<file path="config.mk">
export PLATFORM = sky130hd
export DESIGN_NAME = serial_pattern_tx
export DESIGN_NICKNAME = d
export VERILOG_FILES = /design/src/rtl/serial_pattern_tx.sv
export SDC_FILE = /design/constraint.sdc
export NUM_CORES = 1
export LEC_CHECK = 0
export ABC_AREA = 1
export CAP_MARGIN = 20
export CORE_ASPECT_RATIO = 0.9
export CORE_MARGIN = 2
export CORE_UTILIZATION = 40
export DETAILED_ROUTE_END_ITERATION = 16
export SLEW_MARGIN = 40
export SYNTH_ARGS = -nofsm -noshare
export SYNTH_HDL_FRONTEND = slang
export SYNTH_SLANG_ARGS = --single-unit
</file>
<file path="constraint.sdc">
create_clock -name clk -period 1.4 [get_ports clk]
set_input_delay 0.14 -clock clk [delete_from_list [all_inputs] [get_ports clk]]
set_output_delay 0.14 -clock clk [all_outputs]
set_load 0.01 [all_outputs]
</file>
<file path="src/rtl/serial_pattern_tx.sv">
// rtl/serial_pattern_tx.sv - serial bit-pattern transmitter with programmable repeats and idle gaps
// Captures a parallel pattern on start and shifts it out one bit per clock; all outputs registered.
module serial_pattern_tx #(
  parameter int WIDTH    = 8,
  parameter int REPEAT_W = 4,
  parameter int GAP      = 2
) (
  input  logic                clk,
  input  logic                reset,
  input  logic                start,
  input  logic [WIDTH-1:0]    pattern,
  input  logic [REPEAT_W-1:0] repeat_cnt,
  input  logic                msb_first,
  output logic                out,
  output logic                valid,
  output logic                busy,
  output logic                done
);

  localparam int IW = $clog2(WIDTH);
  localparam int GW = (GAP > 1) ? $clog2(GAP) : 1;

  typedef enum logic [1:0] {S_IDLE, S_SHIFT, S_GAP, S_DONE} state_t;

  state_t              state;
  logic [WIDTH-1:0]    pat_q;
  logic [WIDTH-1:0]    ordered;
  logic [IW-1:0]       bit_idx;
  logic [REPEAT_W-1:0] rep;
  logic [GW-1:0]       gap_cnt;

  // Bit order is resolved at capture so the shifter always sends pat_q[0] first.
  always_comb begin
    ordered = '0;
    for (int i = 0; i < WIDTH; i++) begin
      ordered[i] = msb_first ? pattern[WIDTH-1-i] : pattern[i];
    end
  end

  always_ff @(posedge clk) begin
    if (reset) begin
      state   <= S_IDLE;
      pat_q   <= '0;
      bit_idx <= '0;
      rep     <= '0;
      gap_cnt <= '0;
      out     <= 1'b0;
      valid   <= 1'b0;
      busy    <= 1'b0;
      done    <= 1'b0;
    end else begin
      done <= 1'b0;
      case (state)
        S_IDLE: begin
          out   <= 1'b0;
          valid <= 1'b0;
          busy  <= 1'b0;
          if (start) begin
            pat_q   <= ordered;
            bit_idx <= '0;
            if (repeat_cnt == '0) begin
              state <= S_DONE;
              done  <= 1'b1;
            end else begin
              rep   <= repeat_cnt;
              state <= S_SHIFT;
              out   <= ordered[0];
              valid <= 1'b1;
              busy  <= 1'b1;
            end
          end
        end

        S_SHIFT: begin
          if (bit_idx == IW'(WIDTH - 1)) begin
            rep     <= rep - 1'b1;
            bit_idx <= '0;
            if (rep != REPEAT_W'(1)) begin
              if (GAP > 0) begin
                state   <= S_GAP;
                gap_cnt <= '0;
                out     <= 1'b0;
                valid   <= 1'b0;
              end else begin
                out <= pat_q[0];
              end
            end else begin
              state <= S_DONE;
              out   <= 1'b0;
              valid <= 1'b0;
              busy  <= 1'b0;
              done  <= 1'b1;
            end
          end else begin
            bit_idx <= bit_idx + 1'b1;
            out     <= pat_q[bit_idx + 1'b1];
          end
        end

        S_GAP: begin
          // busy stays high through the gap; only valid/out drop.
          if (gap_cnt == GW'(GAP - 1)) begin
            state   <= S_SHIFT;
            gap_cnt <= '0;
            out     <= pat_q[0];
            valid   <= 1'b1;
          end else begin
            gap_cnt <= gap_cnt + 1'b1;
          end
        end

        S_DONE: begin
          state <= S_IDLE;
          out   <= 1'b0;
          valid <= 1'b0;
          busy  <= 1'b0;
        end

        default: state <= S_IDLE;
      endcase
    end
  end

endmodule

</file>
==> qor.yml <==
cp.arrival_ns: 1.52
slew_violations: 0
grt_pass1_vias: 1270
grt_usage_pct: 18.1
drc: 0
gp_congestion: 0.915
synth_edf_count: 0
post-place-ws_ns: -0.161
crit_type: "flip-flop to flip-flop"
total_power_mw: 3.44
place_hpwl_mm: 2.54
ant_nets: 0
grt_max_degree: 14
fmax_ghz: 0.736
synthesis.instances: 196
nets: 265
cts_made_buffers: 3
ioPinCount: 20
critPathCaptureType: "flip-flop"
finalWirelength_mm: 3.33
post-route-util_pct: 60.5
required_ns: 1.56
syn_area_per_cell_sq_um: 6.79
period_share_pct: 97.0
post-synth-top-area-cell: "dfxtp_1"
min_path_type: "flip-flop to flip-flop"
num_antenna_cells: 0
crit_buf_inv: 3
path_clk_slew_ns: 0.08
drive_above_1_share_pct: 25.1
relSlewSlack_pct: 82.7
worst_clock_skew_ns: 0.00444
core_area_sq_um: 3110
final_common_cell: "nand2_1"
path_cells: "inv_2 -> ha_4 -> buf_6 -> nand4_1 -> nand3_2 -> inv_2 -> nor2_1 -> nor2_1"
synthFlopType: "dfxtp_1"
rows: 19
layout_common_cells: "nand2_1 (45), inv_1 (25), buf_4 (23)"
crit_family: "simple AND/OR/NAND/NOR gates"
n_fill_cell: 294
max_stage_delay_ns: 0.33
ys_types: 25
syn_area_sq_um: 1330
clkLatencyLatePin_ns: 0.26
drtIter0Drc: 78
syn_to_final_growth_pct: 41.6
root_buffer: "clkbuf_8"
wire_per_inst_um: 11.8
crit_slowest_cell: "dfxtp_2"
power.density_nw_per_um2: 1830
finalHoldViolations: 0
finalSetupViolCount: 0
yosys.area.top_type_share_pct: 33.1
cts_tree: "built"
dieArea_sq_um: 3800
grt_first_pass_wirelength_mm: 5.44
via_count: 1378
setup_ws_ns: 0.0417
synth_warnings: 0
cts_buffer_depth: 2
syn_nets: 220
grt_antenna_before_repair: 0
worst_pin_slew_ns: 0.257
ys_ff_latch: 22
cellLeakagePower_nw: 0.862
ys_seq_area_share_pct: 33.1
die_y_um: 58.7
h-tree-depth: 1
rsz0062_at_grt: "true"
synthTopCellsByArea: "dfxtp_1 (33%), nand2_1 (14%), inv_1 (8.5%)"
start_kind: "flip-flop"
vdd_drop_max_v: 0.00107
path_max_fanout: 5
finalCriticalPeriod_ns: 1.36
async_reset_ff_share_pct: 0
cap_violations: 0
firstDrtPassIters: 4
clkSinkCount: 22
initial_core_util_pct: 42.7
outcome: "finished, final reports clean"
viasPerCell: 4.90
overflow: 0
dieWidth_um: 64.8
portBuffers: 19
==> tightest hold or removal path, delay by kind of cell (launching register included) <==
family | cells | cell delay (ns)
AO/OA/AOI/OAI | 1 | 0.05
flip-flops | 1 | 0.32
AND/OR/NAND/NOR | 1 | 0.06
==> repair_timing <==
item,4_1_cts,5_1_grt
hold buffers,0,0
gates resized for setup,14,15
buffers inserted,1,3
cloned,0,0
pin swaps,1,5
setup endpoints to repair,11,12
==> final timing paths <==
check | start | end | slack [ns] | cells past startpoint
worst max-delay path | state[1]$_SDFFE_PP0P_ | rep[1]$_SDFFE_PP0P_ | 0.04 | 8
worst min-delay path | gap_cnt$_SDFFE_PP0P_ | gap_cnt$_SDFFE_PP0P_ | 0.47 | 2
worst max register to register | state[1]$_SDFFE_PP0P_ | rep[1]$_SDFFE_PP0P_ | 0.04 | 8
worst min register to register | gap_cnt$_SDFFE_PP0P_ | gap_cnt$_SDFFE_PP0P_ | 0.47 | 2
==> per-layer routing <==
metal	wire length (um)	global-route usage, %	vias to the layer above
met5	0	0	-
met4	46	6.69	0
met3	107	4.02	6
met2	1620	29.6	27
met1	1560	23.7	623
li1	-	-	722
==> logic make-up (layout without fill, tap and decap cells) <==
logic type / after synthesis / after routing / share of synthesized area [%]
AOI/OAI and AO/OA: 35 / 35 / 15.2
xor gates and xnor gates: 2 / 2 / 1.32
adders and majority gates: 8 / 8 / 7.53
buffers and inverters: 39 / 82 / 12.5
DFF: 22 / 22 / 33.1
and+or+nand+nor: 90 / 90 / 30.3
==> state kept, by name, summed over array words and instances, names as in the netlist, 2 cells and up <==
register / flops
bit_idx: 3
rep: 4
pat_q: 8
state: 2
==> synth_stat cells (all sizes together) (4+ instances only) <==
master and number:
buf 4, nand2 53, inv 34, nand3 17
o211ai 8, o21ai 12, ha 8, a21oi 13
nand4 4, dfxtp 22, nor2 15
==> cell type report <==
class / count / area, sq um / share of cell area (%)
clock buffers: 3 / 41.3 / 2.19
inverters: 35 / 144 / 7.64
multi-input cells: 135 / 806 / 42.8
flip-flops and latches: 22 / 445 / 23.7
well taps: 42 / 52.6 / 2.79
repair buffers: 44 / 394 / 20.9
==> power breakdown <==
group / switching, mW / internal, mW / total, mW
logic: 1.10 / 0.979 / 2.08
clock network: 0.211 / 0.192 / 0.403
registers: 0.127 / 0.833 / 0.961
total: 1.44 / 2.00 / 3.44
==> through the flow <==
step	hold slack, ns	TNS [ns]	cell area (sq um)	std cells
floorplan	0.352	0	1330	196
detailed placement	0.457	-0.805	1720	274
global placement	0.455	-0.287	1720	274
global route	0.518	-0.290	1880	281
CTS	0.469	-0.0807	1800	278
finish	0.467	0	1880	281
Note: power is estimated with default switching activity, not from simulation.
